File: src/rtl/uart_defs_pkg.sv
// Shared definitions for the UART transmit path.
//   DATA_BITS_MAX  : character width, matches the TX core data width
//   launch_state_e : launcher FSM state encoding
//   get_width()    : bits needed to index a given number of entries
package uart_defs;

  localparam int unsigned DATA_BITS_MAX = 8;

  typedef enum logic [1:0] {
    LIdle  = 2'd0,
    LStart = 2'd1,
    LWait  = 2'd2
  } launch_state_e;

  function automatic int unsigned get_width(input int unsigned entries);
    return (entries <= 1) ? 1 : $clog2(entries);
  endfunction

endpackage

File: src/rtl/fifo_sync.sv
// Synchronous FIFO with flush and overflow reporting.
//   clk, rst         : clock, synchronous active-high reset
//   flush            : empty the FIFO; beats a same-cycle write or pop
//   wr_en, wr_data   : write port; a write while full is dropped
//   pop, rd_data     : advance head; rd_data is the head entry (combinational)
//   full, empty      : registered status
//   count            : registered occupancy 0..DEPTH
//   overflow         : one-cycle pulse after a dropped write
module fifo_sync #(
  parameter int unsigned DEPTH_WIDTH = 4,
  parameter int unsigned DATA_WIDTH  = 8
) (
  input  logic                  clk,
  input  logic                  rst,
  input  logic                  flush,
  input  logic                  wr_en,
  input  logic [DATA_WIDTH-1:0] wr_data,
  input  logic                  pop,
  output logic [DATA_WIDTH-1:0] rd_data,
  output logic                  full,
  output logic                  empty,
  output logic [DEPTH_WIDTH:0]  count,
  output logic                  overflow
);

  localparam int unsigned DEPTH = 1 << DEPTH_WIDTH;
  localparam logic [DEPTH_WIDTH:0]   CountFull = (DEPTH_WIDTH + 1)'(DEPTH);
  localparam logic [DEPTH_WIDTH:0]   CountOne  = 1;
  localparam logic [DEPTH_WIDTH-1:0] PtrOne    = 1;

  logic [DATA_WIDTH-1:0]  mem_q [DEPTH];
  logic [DEPTH_WIDTH-1:0] wr_ptr_q, rd_ptr_q;
  logic [DEPTH_WIDTH:0]   count_q, count_d;
  logic                   full_q, empty_q, overflow_q;
  logic                   push, pop_ok;

  // Full/empty are judged on registered values, so a write while full is
  // dropped even if a pop happens in the same cycle.
  assign push   = wr_en && !full_q && !flush;
  assign pop_ok = pop && !empty_q && !flush;

  always_comb begin
    count_d = count_q;
    if (flush) begin
      count_d = '0;
    end else if (push && !pop_ok) begin
      count_d = count_q + CountOne;
    end else if (pop_ok && !push) begin
      count_d = count_q - CountOne;
    end
  end

  always_ff @(posedge clk) begin
    if (rst) begin
      wr_ptr_q   <= '0;
      rd_ptr_q   <= '0;
      count_q    <= '0;
      full_q     <= 1'b0;
      empty_q    <= 1'b1;
      overflow_q <= 1'b0;
    end else begin
      if (flush) begin
        wr_ptr_q <= '0;
        rd_ptr_q <= '0;
      end else begin
        if (push)   wr_ptr_q <= wr_ptr_q + PtrOne;
        if (pop_ok) rd_ptr_q <= rd_ptr_q + PtrOne;
      end
      count_q    <= count_d;
      full_q     <= (count_d == CountFull);
      empty_q    <= (count_d == '0);
      overflow_q <= wr_en && full_q && !flush;
    end
  end

  // Storage needs no reset; occupancy tracking decides what is valid.
  always_ff @(posedge clk) begin
    if (push) mem_q[wr_ptr_q] <= wr_data;
  end

  assign rd_data  = mem_q[rd_ptr_q];
  assign full     = full_q;
  assign empty    = empty_q;
  assign count    = count_q;
  assign overflow = overflow_q;

endmodule

File: src/rtl/uart_tx_buffer.sv
// Transmit buffer feeding the UART TX core one character at a time.
//   clk, rst          : clock, synchronous active-high reset
//   flush             : drop queued characters (in-flight one completes)
//   wr_en, wr_data    : character write port
//   full, empty       : FIFO status
//   count             : FIFO occupancy
//   overflow          : pulse after a write dropped because full
//   idle              : nothing queued, launcher idle, core not busy
//   tx_en, tx_data    : start pulse and character to the TX core
//   tx_busy, tx_ack   : TX core busy flag and character-sent pulse
module uart_tx_buffer #(
  parameter int unsigned DEPTH_WIDTH   = 4,
  parameter int unsigned DATA_BITS_MAX = uart_defs::DATA_BITS_MAX
) (
  input  logic                     clk,
  input  logic                     rst,
  input  logic                     flush,
  input  logic                     wr_en,
  input  logic [DATA_BITS_MAX-1:0] wr_data,
  output logic                     full,
  output logic                     empty,
  output logic [DEPTH_WIDTH:0]     count,
  output logic                     overflow,
  output logic                     idle,
  output logic                     tx_en,
  output logic [DATA_BITS_MAX-1:0] tx_data,
  input  logic                     tx_busy,
  input  logic                     tx_ack
);

  import uart_defs::*;

  launch_state_e            state_q;
  logic                     tx_en_q, idle_q, busy_q, pop;
  logic [DATA_BITS_MAX-1:0] tx_data_q, head_data;

  fifo_sync #(
    .DEPTH_WIDTH (DEPTH_WIDTH),
    .DATA_WIDTH  (DATA_BITS_MAX)
  ) u_fifo (
    .clk      (clk),
    .rst      (rst),
    .flush    (flush),
    .wr_en    (wr_en),
    .wr_data  (wr_data),
    .pop      (pop),
    .rd_data  (head_data),
    .full     (full),
    .empty    (empty),
    .count    (count),
    .overflow (overflow)
  );

  // busy_q holds off the launch for one extra cycle after the core's busy
  // falls, giving the 3-cycle ack-to-next-en spacing and keeping tx_en clear
  // of the core's busy window.
  assign pop = (state_q == LIdle) && !empty && !tx_busy && !busy_q && !flush;

  always_ff @(posedge clk) begin
    if (rst) begin
      state_q   <= LIdle;
      tx_en_q   <= 1'b0;
      tx_data_q <= '0;
      busy_q    <= 1'b0;
      idle_q    <= 1'b1;
    end else begin
      busy_q  <= tx_busy;
      idle_q  <= empty && (state_q == LIdle) && !tx_busy;
      tx_en_q <= 1'b0;
      unique case (state_q)
        LIdle: begin
          if (pop) begin
            tx_data_q <= head_data;
            tx_en_q   <= 1'b1;
            state_q   <= LStart;
          end
        end
        LStart:  state_q <= LWait;
        LWait:   if (tx_ack) state_q <= LIdle;
        default: state_q <= LIdle;
      endcase
    end
  end

  assign tx_en   = tx_en_q;
  assign tx_data = tx_data_q;
  assign idle    = idle_q;

endmodule

File: config.mk
export PLATFORM = sky130hd
export DESIGN_NAME = uart_tx_buffer
export DESIGN_NICKNAME = d
export VERILOG_FILES = /design/src/rtl/uart_defs_pkg.sv /design/src/rtl/fifo_sync.sv /design/src/rtl/uart_tx_buffer.sv
export SDC_FILE = /design/constraint.sdc
export NUM_CORES = 1
export LEC_CHECK = 0
export CAP_MARGIN = 20
export CORE_MARGIN = 10
export CORE_UTILIZATION = 45
export CTS_CLUSTER_DIAMETER = 120
export CTS_CLUSTER_SIZE = 16
export DETAILED_ROUTE_END_ITERATION = 8
export DONT_BUFFER_PORTS = 1
export PLACE_DENSITY = 0.69
export SLEW_MARGIN = 25
export SYNTH_ARGS = -nofsm -noshare
export SYNTH_HDL_FRONTEND = slang
export SYNTH_SLANG_ARGS = --single-unit
File: constraint.sdc
create_clock -name clk -period 1.8 [get_ports clk]
set_input_delay 0.18 -clock clk [delete_from_list [all_inputs] [get_ports clk]]
set_output_delay 0.18 -clock clk [all_outputs]
set_load 0.005 [all_outputs]
## Word level (Yosys, flattened, before mapping)

Memory sizes are Yosys's and may differ from the RTL's. A register that Yosys moved wholly into a read port is not among the register bits.
Index checks and enable logic that the tools add are counted.

- Register bits: 21
- Bits in writable memories: 128
- Input port bits: 14
- Output and inout bits: 18
- Word-level logic and storage cells: 57
- Memories: 1

- Add/sub/neg operators: 4
- Eq/ne operators: 5
- Multiplexer cells: 9
- Bitwise gates (word level): 1
- Reductions and logical operators: 27

Memories:

| memory | words | width | read ports | clocked after memory_dff | wr ports | line | text |
|---|---|---|---|---|---|---|---|
| u_fifo.mem_q | 16 | 8 | 1 | 1 | 1 | fifo_sync.sv:31 | `logic [DATA_WIDTH-1:0] mem_q [DEPTH];` |

Operators by type and width:

| operator | count |
|---|---|
| 5-bit 2-to-1 mux | 3 |
| 1-bit logical AND | 14 |
| 4-bit by 1-bit adder with 4-bit output (second input constant) | 2 |
| 1-bit logical NOT | 7 |
| 2-bit case mux with 3 select lines | 1 |
| 5-bit by 1-bit adder with 5-bit output (second input constant) | 1 |
| 5-bit == test (second input constant) | 1 |
| 5-bit logical NOT | 1 |
| 5-bit by 1-bit subtractor with 5-bit output (second input constant) | 1 |
| 2-bit 2-to-1 mux | 2 |
| 2-bit AND reduction | 2 |
| 2-bit OR reduction | 2 |
| 1-bit 2-to-1 mux | 3 |
| 2-bit by 1-bit == test with 1-bit output (second input constant) | 1 |
| 2-bit == test (second input constant) | 1 |
| 2-bit logical NOT | 1 |
| 2-bit by 1-bit inequality test with 1-bit output (second input constant) | 1 |
| 2-bit inequality test (second input constant) | 1 |
| 1-bit NOT | 1 |

## Longest topological paths before layout

Gate-level depths: netlist of run 1.

- Depth in word-level cells: 12
- Gate-level depth with buffers: 7
- Gate-level depth less buffers: 7

## Cells and area by module

Synthesis of run 1 repeated with hierarchy kept, for this count alone.

- Cells, all modules: 358
- Area total of the unflattened synthesis: 6507.5 um2

By module, submodules not included:

| module | instances | cells an instance | area each (um2) |
|---|---|---|---|
| fifo_sync | 1 | 308 | 5967.0 |
| uart_tx_buffer | 1 | 50 | 540.5 |

## Worst setup path before layout of run 1

Ideal clock, no wire load.

- Path kind: reg-to-reg
- Start: register u_fifo.full_q, in the netlist u_fifo.full
- End: memory u_fifo.mem_q[3][0] (enable)
- Library setup time: 383 ps
- Arrival: 1427 ps
- Data required time: 1417 ps
- Path slack: -10 ps
- Cell stages (with the launch flop): 4
- Period minus slack after synthesis: 1810 ps
- Cell sequence: dfxtp_1 nor3b_2 nand2_1 nor3_1

- Cells in the longest elaborated chain, start to end: 5

Ends and longest elaborated chain:

| item | line | text |
|---|---|---|
| from (decl) | fifo_sync.sv:34 | `logic full_q, empty_q, overflow_q;` |
| from (signal assigned) | fifo_sync.sv:70 | `full_q <= (count_d == CountFull);` |
| 1-bit logical NOT | fifo_sync.sv:39 | `assign push = wr_en && !full_q && !flush;` |
| 1-bit logical AND (2 in a row) | fifo_sync.sv:39 |  |
| 1-bit 2-to-1 mux | fifo_sync.sv:78 | `if (push) mem_q[wr_ptr_q] <= wr_data;` |
| 1-bit 2-to-1 mux (not written as such) | fifo_sync.sv:78 |  |
| to (decl) | fifo_sync.sv:31 |  |

Every way passes these cells.

## Final worst setup path of run 1

- Start: register u_fifo.full_q, in the netlist u_fifo.full
- End: register u_fifo.full_q, in the netlist u_fifo.full

- Cells in the longest elaborated chain, start to end: 9
- Elaborated cells between the ends (all ways): 10
- Classes of those cells: eq/ne: 1; mux: 3; reduce/logical: 6

Ends and longest elaborated chain:

| item | line | text |
|---|---|---|
| 1-bit logical NOT * | fifo_sync.sv:39 |  |
| 1-bit logical AND * (2 in a row) | fifo_sync.sv:39 |  |
| 1-bit logical NOT | fifo_sync.sv:48 | `end else if (pop_ok && !push) begin` |
| 1-bit logical AND | fifo_sync.sv:48 |  |
| 5-bit 2-to-1 mux | fifo_sync.sv:48 |  |
| 5-bit 2-to-1 mux * | fifo_sync.sv:46 | `end else if (push && !pop_ok) begin` |
| 5-bit 2-to-1 mux * | fifo_sync.sv:44 | `if (flush) begin` |
| 5-bit == test * | fifo_sync.sv:70 |  |

Mark *: on every way between the ends. The rest lies on a longest branch, timed or not.
A chain may end at the register's enable or synchronous reset.

==> results of run 1 <==
## cell families (layout without fill, tap and decap cells)
kind of cell             count (synthesis)  in the layout  synth area share (%)
flip-flops                             157            157                  70.7
AND/OR/NAND/NOR                         85             85                  7.16
AO/OA/AOI/OAI                           46             46                  5.02
multiplexers                            35             35                  12.0
buffers and inverters                   24             93                  2.10
XOR/XNOR                                10             10                  1.40
adder cells (fa/ha/maj)                  8              8                  1.56
## critical path, stage by stage (launching register included)
cell,delay [ps]
dfxtp_1,390
or2b_2,370
a21oi_2,210
a22oi_2,120
xnor2_1,190
nor4b_1,440
## cells in the mapped netlist, types with 2 or more instances
cell type / count / area [sq um]
nor3_1: 6 / 30.0
xnor2_1: 5 / 43.8
and2_1: 4 / 25.0
nor2_1: 38 / 143
nand4_1: 2 / 12.5
xor2_1: 5 / 43.8
inv_1: 4 / 15.0
clkbuf_1: 10 / 37.5
nand2b_1: 2 / 12.5
a21oi_1: 20 / 100
mux2i_1: 2 / 20.0
nor4_1: 2 / 12.5
nor2b_1: 3 / 18.8
ha_1: 7 / 87.6
buf_1: 2 / 7.51
dfxtp_1: 29 / 581
buf_2: 2 / 10.0
nand2_1: 12 / 45.0
edfxtp_1: 128 / 3840
mux4_2: 32 / 721
nor4b_1: 3 / 26.3
buf_6: 3 / 33.8
a22oi_1: 16 / 120
## power breakdown
part / switching [W] / internal [W] / total [W]
Clock: 0.00147 / 0.00182 / 0.00329
Combinational: 0.000136 / 0.0000960 / 0.000232
Sequential: 0.0000162 / 0.00394 / 0.00396
Total: 0.00162 / 0.00586 / 0.00748
## metrics by stage
stage | std cells | instance area, sq um | utilization [%]
finish | 614 | 7620 | 55.3
global route | 614 | 7620 | 55.3
CTS | 604 | 7350 | 53.3
detailed placement | 555 | 6630 | 48.1
global placement | 555 | 6630 | 48.1
floorplan | 365 | 6260 | -
## metal layers
layer	up-vias	GRT usage (%)	part of all wire, %
li1	1551	-	-
met2	103	22.5	48
met3	16	6.56	8.0
met4	0	5.33	1.7
met1	1701	17.4	42
met5	-	0	0
## timing repair
item | 4_1_cts | 5_1_grt
setup endpoints to repair | 2 | 12
hold buffers | 17 | 0
setup buffers | 0 | 7
hold endpoints to repair | 145 | 0
pin swaps | 1 | 10
gates cloned | 0 | 3
gates resized for setup | 1 | 30
## final timing paths
path,cells after the start,slack (ps),end
worst max-delay path,5,-50,u_fifo.full
worst min register to register,2,530,u_fifo.wr_ptr_q[1]
worst min-delay path,3,130,u_fifo.wr_ptr_q[1]
worst max register to register,5,-50,u_fifo.full
## state kept, by name, indices dropped and copies added (netlist names)
signal	count
u_fifo.empty	1
u_fifo.rd_ptr_q	4
u_fifo.full	1
tx_en	1
u_fifo.count	5
busy_q	1
tx_data	8
state_q	2
idle	1
u_fifo.wr_ptr_q	4
u_fifo.overflow	1
u_fifo.mem_q	128
## cell type report
| cell class | instances | area share [%] |
|---|---|---|
| flip-flops and latches | 157 | 58.1 |
| inverters | 5 | 0.263 |
| multi-input cells | 184 | 23.9 |
| clock buffers | 18 | 5.76 |
| repair buffers | 56 | 7.62 |
| clock inverters | 14 | 1.41 |
| well taps | 180 | 2.96 |
## layout by cell type (no fill, tap or decap), drive strengths merged, types with 2 or more instances in the layout
| cell | n |
|---|---|
| or2b | 2 |
| and3 | 2 |
| clkbuf | 21 |
| xnor2 | 5 |
| xor2 | 5 |
| nand2b | 2 |
| nor2b | 4 |
| nand4 | 2 |
| mux4 | 32 |
| buf | 36 |
| a22oi | 17 |
| dfxtp | 29 |
| o31ai | 2 |
| inv | 9 |
| clkinvlp | 3 |
| nor4b | 3 |
| dlygate4sd3 | 17 |
| nor4 | 2 |
| a31oi | 2 |
| clkinv | 7 |
| nor3 | 8 |
| nor2 | 38 |
| mux2i | 2 |
| nand2 | 13 |
| ha | 7 |
| and2 | 4 |
| a21oi | 21 |
| edfxtp | 128 |
==> flow_summary_export.csv, run 1 <==
group,metric,value,unit
global_routing,gr-total-overflow,0,
synth,synth_ff_type,"edfxtp_1",
global_routing,grtUsageTotal,14.5,%
worst_setup_path,r2r_start,"u_fifo.full",
placed_design,routabilityCongestion,0.864,
floorplanning,die-area,19000,sq um
synth,async_flop_share,0,%
synth,yosysWarnings,0,
synth,syn_avg_cell_area,17.1,sq um
worst_hold_path,hold_path.class,"in -> reg",
routing,vias_per_cell,5.49,
cts,tritoncts,"done",
worst_setup_path,cp-end-kind,"flip-flop",
run,maxCapViolCount,0,
worst_setup_path,path_max_fanout,7,
worst_setup_path,worstPathRequired,2090,ps
cts,numCtsBuffers,17,
synth,syn_area,6250,sq um
routing,drt_iter0_drc,228,
finish,layout.nets,442,
routing,wirelength,13.1,mm
finish,drive_above_1_share,33.4,%
cts,h-tree-depth,4,
timing,clock_skew,8.53,ps
floorplanning,die_height,138,um
outcome,status,"finished, violations left",
timing,finalSetupViolCount,2,
synth,syn_inst,365,
timing,final.setup.tns,-100,ps
placed_design,port-buffer-count,0,
placed_design,hpwl,8.02,mm
cts,cts.sinks,157,
routing,antenna_left,0,
cts,worstSkewPairLatency,430,ps
timing,fmaxAchievable,0.540,GHz
floorplanning,start_util,45.4,%
timing,post-route-min-period,1850,ps
timing,hold_slack,127,ps
power_and_ir_drop,finalPower,0.00748,W
cts,root_buffer,"clkbuf_16",
floorplanning,core,13800,sq um
global_routing,grt_antenna_before_repair,0,
global_routing,grt_pass1_wl,19.9,mm
finish,antenna_cells,0,
synth,yosys_register_bits,157,
finish,area_growth,21.8,%
placed_design,pre_cts_ws,-64.2,ps
routing,wl_per_cell,21.3,um
finish,multiInputGateArea,1820,sq um
worst_setup_path,start_kind,"flip-flop",
finish,n_fill_cell,1094,
synth,yosysSeqAreaShare,70.7,%
power_and_ir_drop,ir_drop,873,uV
timing,fin_crit_sh,103,%
timing,setup_slack,-51.0,ps
global_routing,grt_pass1_vias,3523,
timing,rsz0062_at_grt,"yes",
floorplanning,pin_count,32,
timing,hold_viol_final,0,
timing,drv_slew,0,
synth,ys_types,51,
timing,worstMarginPinSlew,632,ps
routing,via_count,3371,
global_routing,grt_max_degree,36,
routing,first_pass_iters,4,
cts,clockBufferDepth,2,
power_and_ir_drop,p_leak,2.50,nW
timing,maxSlewHeadroom,57.6,%
worst_hold_path,hp-start,"wr_en",
power_and_ir_drop,power.density,982,nW/um^2
floorplanning,rows,43,
synth,synth_edf_count,128,
synth,syn_nets,386,
floorplanning,die_w,138,um
cts,clk_pin_slew,60,ps
worst_setup_path,crit_start,"u_fifo.full",
outcome,failed_checks,"negative setup slack",
routing,drc,0,
worst_setup_path,cp_data_arrival_time,2140,ps
worst_setup_path,critPathKind,"reg -> reg",
finish,regArea,4430,sq um
Power figures use the tool's default switching activity.
==> run 2: changes to the inputs <==
PLACE_DENSITY = 0.67   (was 0.69)
clock period = 2.4 ns   (was 1.8 ns; I/O delays follow)
==> flow_summary_export.csv, run 2 (synthesized netlist as in run 1, its figures left out) <==
group,metric,value,unit
floorplanning,die-area,19000,sq um
worst_setup_path,r2r_end,"u_fifo.empty",
finish,antenna_cells,0,
placed_design,port-buffer-count,0,
floorplanning,die_height,138,um
timing,maxSlewHeadroom,52.3,%
worst_setup_path,start_kind,"flip-flop",
power_and_ir_drop,power.density,779,nW/um^2
placed_design,hpwl,8.18,mm
timing,fmaxAchievable,0.483,GHz
worst_hold_path,hold_path.class,"in -> reg",
worst_setup_path,reg2reg_setup_slack,330,ps
placed_design,routabilityCongestion,0.800,
finish,area_growth,16.2,%
cts,worstSkewPairLatency,420,ps
routing,drt_iter0_drc,227,
finish,regArea,4430,sq um
finish,n_fill_cell,1118,
finish,regMostFlops,"u_fifo.mem_q",
routing,wirelength,12.7,mm
timing,clock_skew,15.1,ps
floorplanning,start_util,45.4,%
floorplanning,die_w,138,um
power_and_ir_drop,ir_drop,520,uV
global_routing,grt_max_degree,36,
cts,h-tree-depth,4,
timing,post-route-min-period,2070,ps
worst_setup_path,path_max_fanout,9,
routing,first_pass_iters,4,
timing,worstMarginPinSlew,714,ps
worst_setup_path,cp-end-kind,"flip-flop",
cts,cts.sinks,157,
worst_hold_path,hold-path-cell-count,3,
worst_hold_path,min_to,"state_q[1]",
worst_setup_path,r2r_start,"u_fifo.count[0]",
finish,multiInputGateArea,1700,sq um
finish,fin_cells,595,
placed_design,dpl.cell_count,551,
worst_hold_path,hp-start,"tx_ack",
global_routing,gr-total-overflow,0,
finish,postLayoutCoreUtil,52.8,%
placed_design,place_area,6580,sq um
finish,layout.nets,423,
run,maxCapViolCount,0,
timing,final.setup.tns,0,ps
cts,tritoncts,"done",
finish,largest_reg_flops,128,
worst_setup_path,cp_data_arrival_time,2400,ps
cts,numCtsBuffers,17,
power_and_ir_drop,p_leak,2.36,nW
finish,final_cell_mix,"edfxtp_1 (128), nor2_1 (38), mux4_2 (32)",
routing,drc,0,
floorplanning,rows,43,
timing,fin_crit_sh,86.2,%
cts,root_buffer,"clkbuf_16",
floorplanning,core,13800,sq um
global_routing,grt_pass1_wl,20.1,mm
outcome,status,"completed",
global_routing,grt_pass1_vias,3478,
routing,via_count,3291,
timing,hold_slack,55.8,ps
finish,fin_area,7270,sq um
cts,cts_setup_buffers,0,
worst_setup_path,ff2ff_path_depth,7,
routing,antenna_left,0,
finish,drive_above_1_share,24.6,%
worst_setup_path,critPathKind,"reg -> reg",
worst_setup_path,worstPathRequired,2730,ps
routing,vias_per_cell,5.53,
timing,finalSetupViolCount,0,
cts,clk_pin_slew,60,ps
floorplanning,pin_count,32,
timing,hold_viol_final,0,
routing,wl_per_cell,21.4,um
global_routing,grt_antenna_before_repair,0,
global_routing,grtUsageTotal,14.5,%
timing,drv_slew,0,
finish,layout_commonest_cell,"edfxtp_1",
cts,clockBufferDepth,2,
timing,rsz0062_at_grt,"no",
-- run 2: layout make-up --
class | instances | share of cell area [%]
clock buffers | 18 | 5.91
multi-input cells | 184 | 23.4
inverters | 5 | 0.276
clock inverters | 14 | 1.84
flip-flops and latches | 157 | 60.9
repair buffers | 37 | 4.58
well taps | 180 | 3.10
-- run 2: power by group --
group	total (W)	switching (W)	leakage (nW)	internal (W)
Combinational	0.000149	0.0000917	0.703	0.0000576
Clock	0.00254	0.00109	0.268	0.00145
Sequential	0.00297	0.0000155	1.39	0.00296
-- run 2: how the worst max path moves through the flow --
stage / start / endpoint / slack [ps] / cells past startpoint
2_1_floorplan: u_fifo.full / u_fifo.mem_q[3][0] / 590 / 3
3_3_place_gp: u_fifo.rd_ptr_q[0] / tx_data[2] / 460 / 6
3_5_place_dp: u_fifo.count[0] / u_fifo.empty / 360 / 7
4_1_cts: u_fifo.count[0] / u_fifo.empty / 330 / 7
5_1_grt: u_fifo.count[0] / u_fifo.empty / 120 / 7
6_report: u_fifo.count[0] / u_fifo.empty / 330 / 7
-- run 2: critical path, stage by stage (launching register included) --
cell and delay (ps):
dfxtp_1 510, inv_1 130, ha_1 350, and4bb_2 320, a31oi_2 50, nor4b_1 290, nor3_1 130, o31ai_2 200
-- run 2: repair_timing --
item / CTS / global route
gates resized for setup: 0 / 0
hold buffers: 12 / 0
endpoints found under the hold margin: 143 / 0
-- run 2: per-layer routing --
| layer | wire, um | global-route usage, % | vias up | part of all wire, % |
|---|---|---|---|---|
| met5 | 0 | 0 | - | 0 |
| met3 | 1230 | 4.53 | 10 | 9.6 |
| li1 | - | - | 1505 | - |
| met1 | 5000 | 18.1 | 1660 | 39 |
| met2 | 6350 | 22.8 | 116 | 50 |
| met4 | 159 | 6.14 | 0 | 1.2 |
-- run 2: stage by stage --
step / power, W / setup slack [ps]
global placement: 0.00313 / 458
floorplan: 0.00311 / 590
finish: 0.00566 / 330
CTS: 0.00570 / 328
global route: 0.00585 / 119
detailed placement: 0.00314 / 362
==> run 3: changes to the inputs <==
CORE_MARGIN = not set   (was 10)
clock period = 2.1 ns   (was 2.4 ns; I/O delays follow)
==> flow_summary_export.csv, run 3 (synthesized netlist as in run 1, its figures left out) <==
group,metric,value,unit
routing,vias_per_cell,5.58,
floorplanning,start_util,46.7,%
cts,clk_pin_slew,60,ps
placed_design,hpwl,8.09,mm
floorplanning,die_w,120,um
floorplanning,core,13400,sq um
worst_setup_path,start_kind,"flip-flop",
cts,numCtsBuffers,17,
worst_setup_path,cp-end-kind,"flip-flop",
routing,wl_per_cell,21.4,um
timing,finalSetupViolCount,0,
routing,wl_met2,6.12,mm
finish,postLayoutCoreUtil,54.4,%
worst_setup_path,critPathKind,"reg -> reg",
finish,antenna_cells,0,
worst_setup_path,ff2ff_path_depth,6,
worst_setup_path,crit_chain,"buf_6 > mux4_2 > a22oi_1 > a21oi_1 > a21oi_1 > nor2_1",
routing,first_pass_iters,4,
floorplanning,die_height,120,um
worst_setup_path,critPathBufInv,1,
timing,worstMarginPinSlew,725,ps
routing,drc,0,
routing,wl_met1,5.45,mm
cts,worstSkewPairLatency,420,ps
worst_setup_path,critical_path_depth,6,
finish,final_cell_mix,"edfxtp_1 (128), nor2_1 (38), mux4_2 (32)",
worst_setup_path,worstPathRequired,2380,ps
cts,h-tree-depth,4,
routing,topRoutingLayerUsed,"met4",
timing,clock_skew,6.60,ps
power_and_ir_drop,p_int,0.00534,W
global_routing,grtUsageTotal,19.8,%
finish,drive_above_1_share,24.8,%
placed_design,port-buffer-count,0,
finish,layout_commonest_cell,"edfxtp_1",
floorplanning,die-area,14400,sq um
power_and_ir_drop,p_clk_share,46.0,%
worst_setup_path,cp_common_cell,"a21oi_1",
routing,via_count,3299,
global_routing,gr-total-overflow,0,
timing,maxSlewHeadroom,51.5,%
timing,hold_viol_final,0,
worst_setup_path,critPathMaxStageDelay,570,ps
power_and_ir_drop,share_comb_of_total_power,2.8,%
timing,fmaxAchievable,0.514,GHz
cts,clockBufferDepth,2,
run,maxCapViolCount,0,
worst_setup_path,path_max_fanout,19,
power_and_ir_drop,power.density,910,nW/um^2
power_and_ir_drop,seq_power_share,51.1,%
cts,cts.sinks,157,
timing,final.setup.tns,0,ps
power_and_ir_drop,p_leak,2.39,nW
worst_setup_path,reg2reg_setup_slack,150,ps
global_routing,grt_antenna_before_repair,0,
cts,tritoncts,"done",
worst_setup_path,cp_data_arrival_time,2230,ps
power_and_ir_drop,ir_drop,580,uV
floorplanning,pin_count,32,
finish,area_growth,16.6,%
worst_hold_path,hold-path-cell-count,3,
routing,antenna_left,0,
worst_hold_path,hold_path.class,"in -> reg",
routing,drt_iter0_drc,309,
global_routing,grt_pass1_vias,3410,
finish,largest_reg_flops,128,
cts,root_buffer,"clkbuf_16",
routing,wl_met3,846,um
global_routing,grt_pass1_wl,20.1,mm
routing,wirelength,12.7,mm
finish,regMostFlops,"u_fifo.mem_q",
timing,post-route-min-period,1950,ps
floorplanning,rows,42,
finish,layout.nets,423,
outcome,status,"completed",
power_and_ir_drop,swShare,19.5,%
worst_setup_path,crit_slowest_cell,"mux4_2",
placed_design,routabilityCongestion,0.880,
power_and_ir_drop,power_switching,0.00130,W
worst_setup_path,critPathTopFamily,"multiplexers",
timing,drv_slew,0,
timing,fin_crit_sh,92.7,%
global_routing,grt_max_degree,36,
timing,rsz0062_at_grt,"no",
-- run 3: what timing repair did --
| action | in CTS | in global routing |
|---|---|---|
| buffers inserted | 0 | 0 |
| hold buffers | 12 | 0 |
| gates resized for setup | 0 | 1 |
| hold endpoints to repair | 143 | 0 |
| endpoints found under the setup margin | 0 | 1 |
-- run 3: power groups by stage --
stage / Clock [W] / Sequential (W) / Combinational (W)
floorplan: 0 / 0.00346 / 0.0000957
finish: 0.00306 / 0.00340 / 0.000188
detailed placement: 0 / 0.00346 / 0.000126
CTS: 0.00311 / 0.00340 / 0.000189
global placement: 0 / 0.00346 / 0.000124
global route: 0.00326 / 0.00340 / 0.000207
-- run 3: per-layer routing --
metal | track usage, % | vias to the layer above
met4 | 8.91 | 0
met2 | 29.4 | 112
met1 | 26.8 | 1670
li1 | - | 1499
met3 | 6.23 | 18
met5 | 0 | -
-- run 3: layout make-up --
cell class              instances  area, sq um
well taps                     176          220
clock inverters                12          145
multi-input cells             184         1700
repair buffers                 37          337
fillers                      1053         6110
flip-flops and latches        157         4430
inverters                       5         20.0
clock buffers                  20          447
-- run 3: stage by stage --
| step | cells | hold WS (ps) | setup WS, ps | total power (W) | cell area (sq um) |
|---|---|---|---|---|---|
| final | 591 | 27.2 | 154 | 0.00664 | 7290 |
| after global routing | 591 | 27.8 | 71.5 | 0.00686 | 7290 |
| after CTS | 591 | 8.48 | 55.3 | 0.00669 | 7290 |
| after detailed placement | 547 | 286 | 98.9 | 0.00359 | 6580 |
| after global placement | 547 | 285 | 93.6 | 0.00358 | 6580 |
| after floorplan | 365 | 282 | 290 | 0.00356 | 6250 |
-- run 3: worst paths after layout --
kind | endpoint | from
worst max register to register | tx_data[7] | u_fifo.rd_ptr_q[0]
worst min register to register | u_fifo.wr_ptr_q[1] | u_fifo.wr_ptr_q[1]
worst min-delay path | state_q[1] | tx_ack
worst max-delay path | tx_data[7] | u_fifo.rd_ptr_q[0]
-- run 3: worst min-delay path, stage by stage --
cell and delay (ps):
nor2_1 20, mux2i_1 120, nor2_1 50
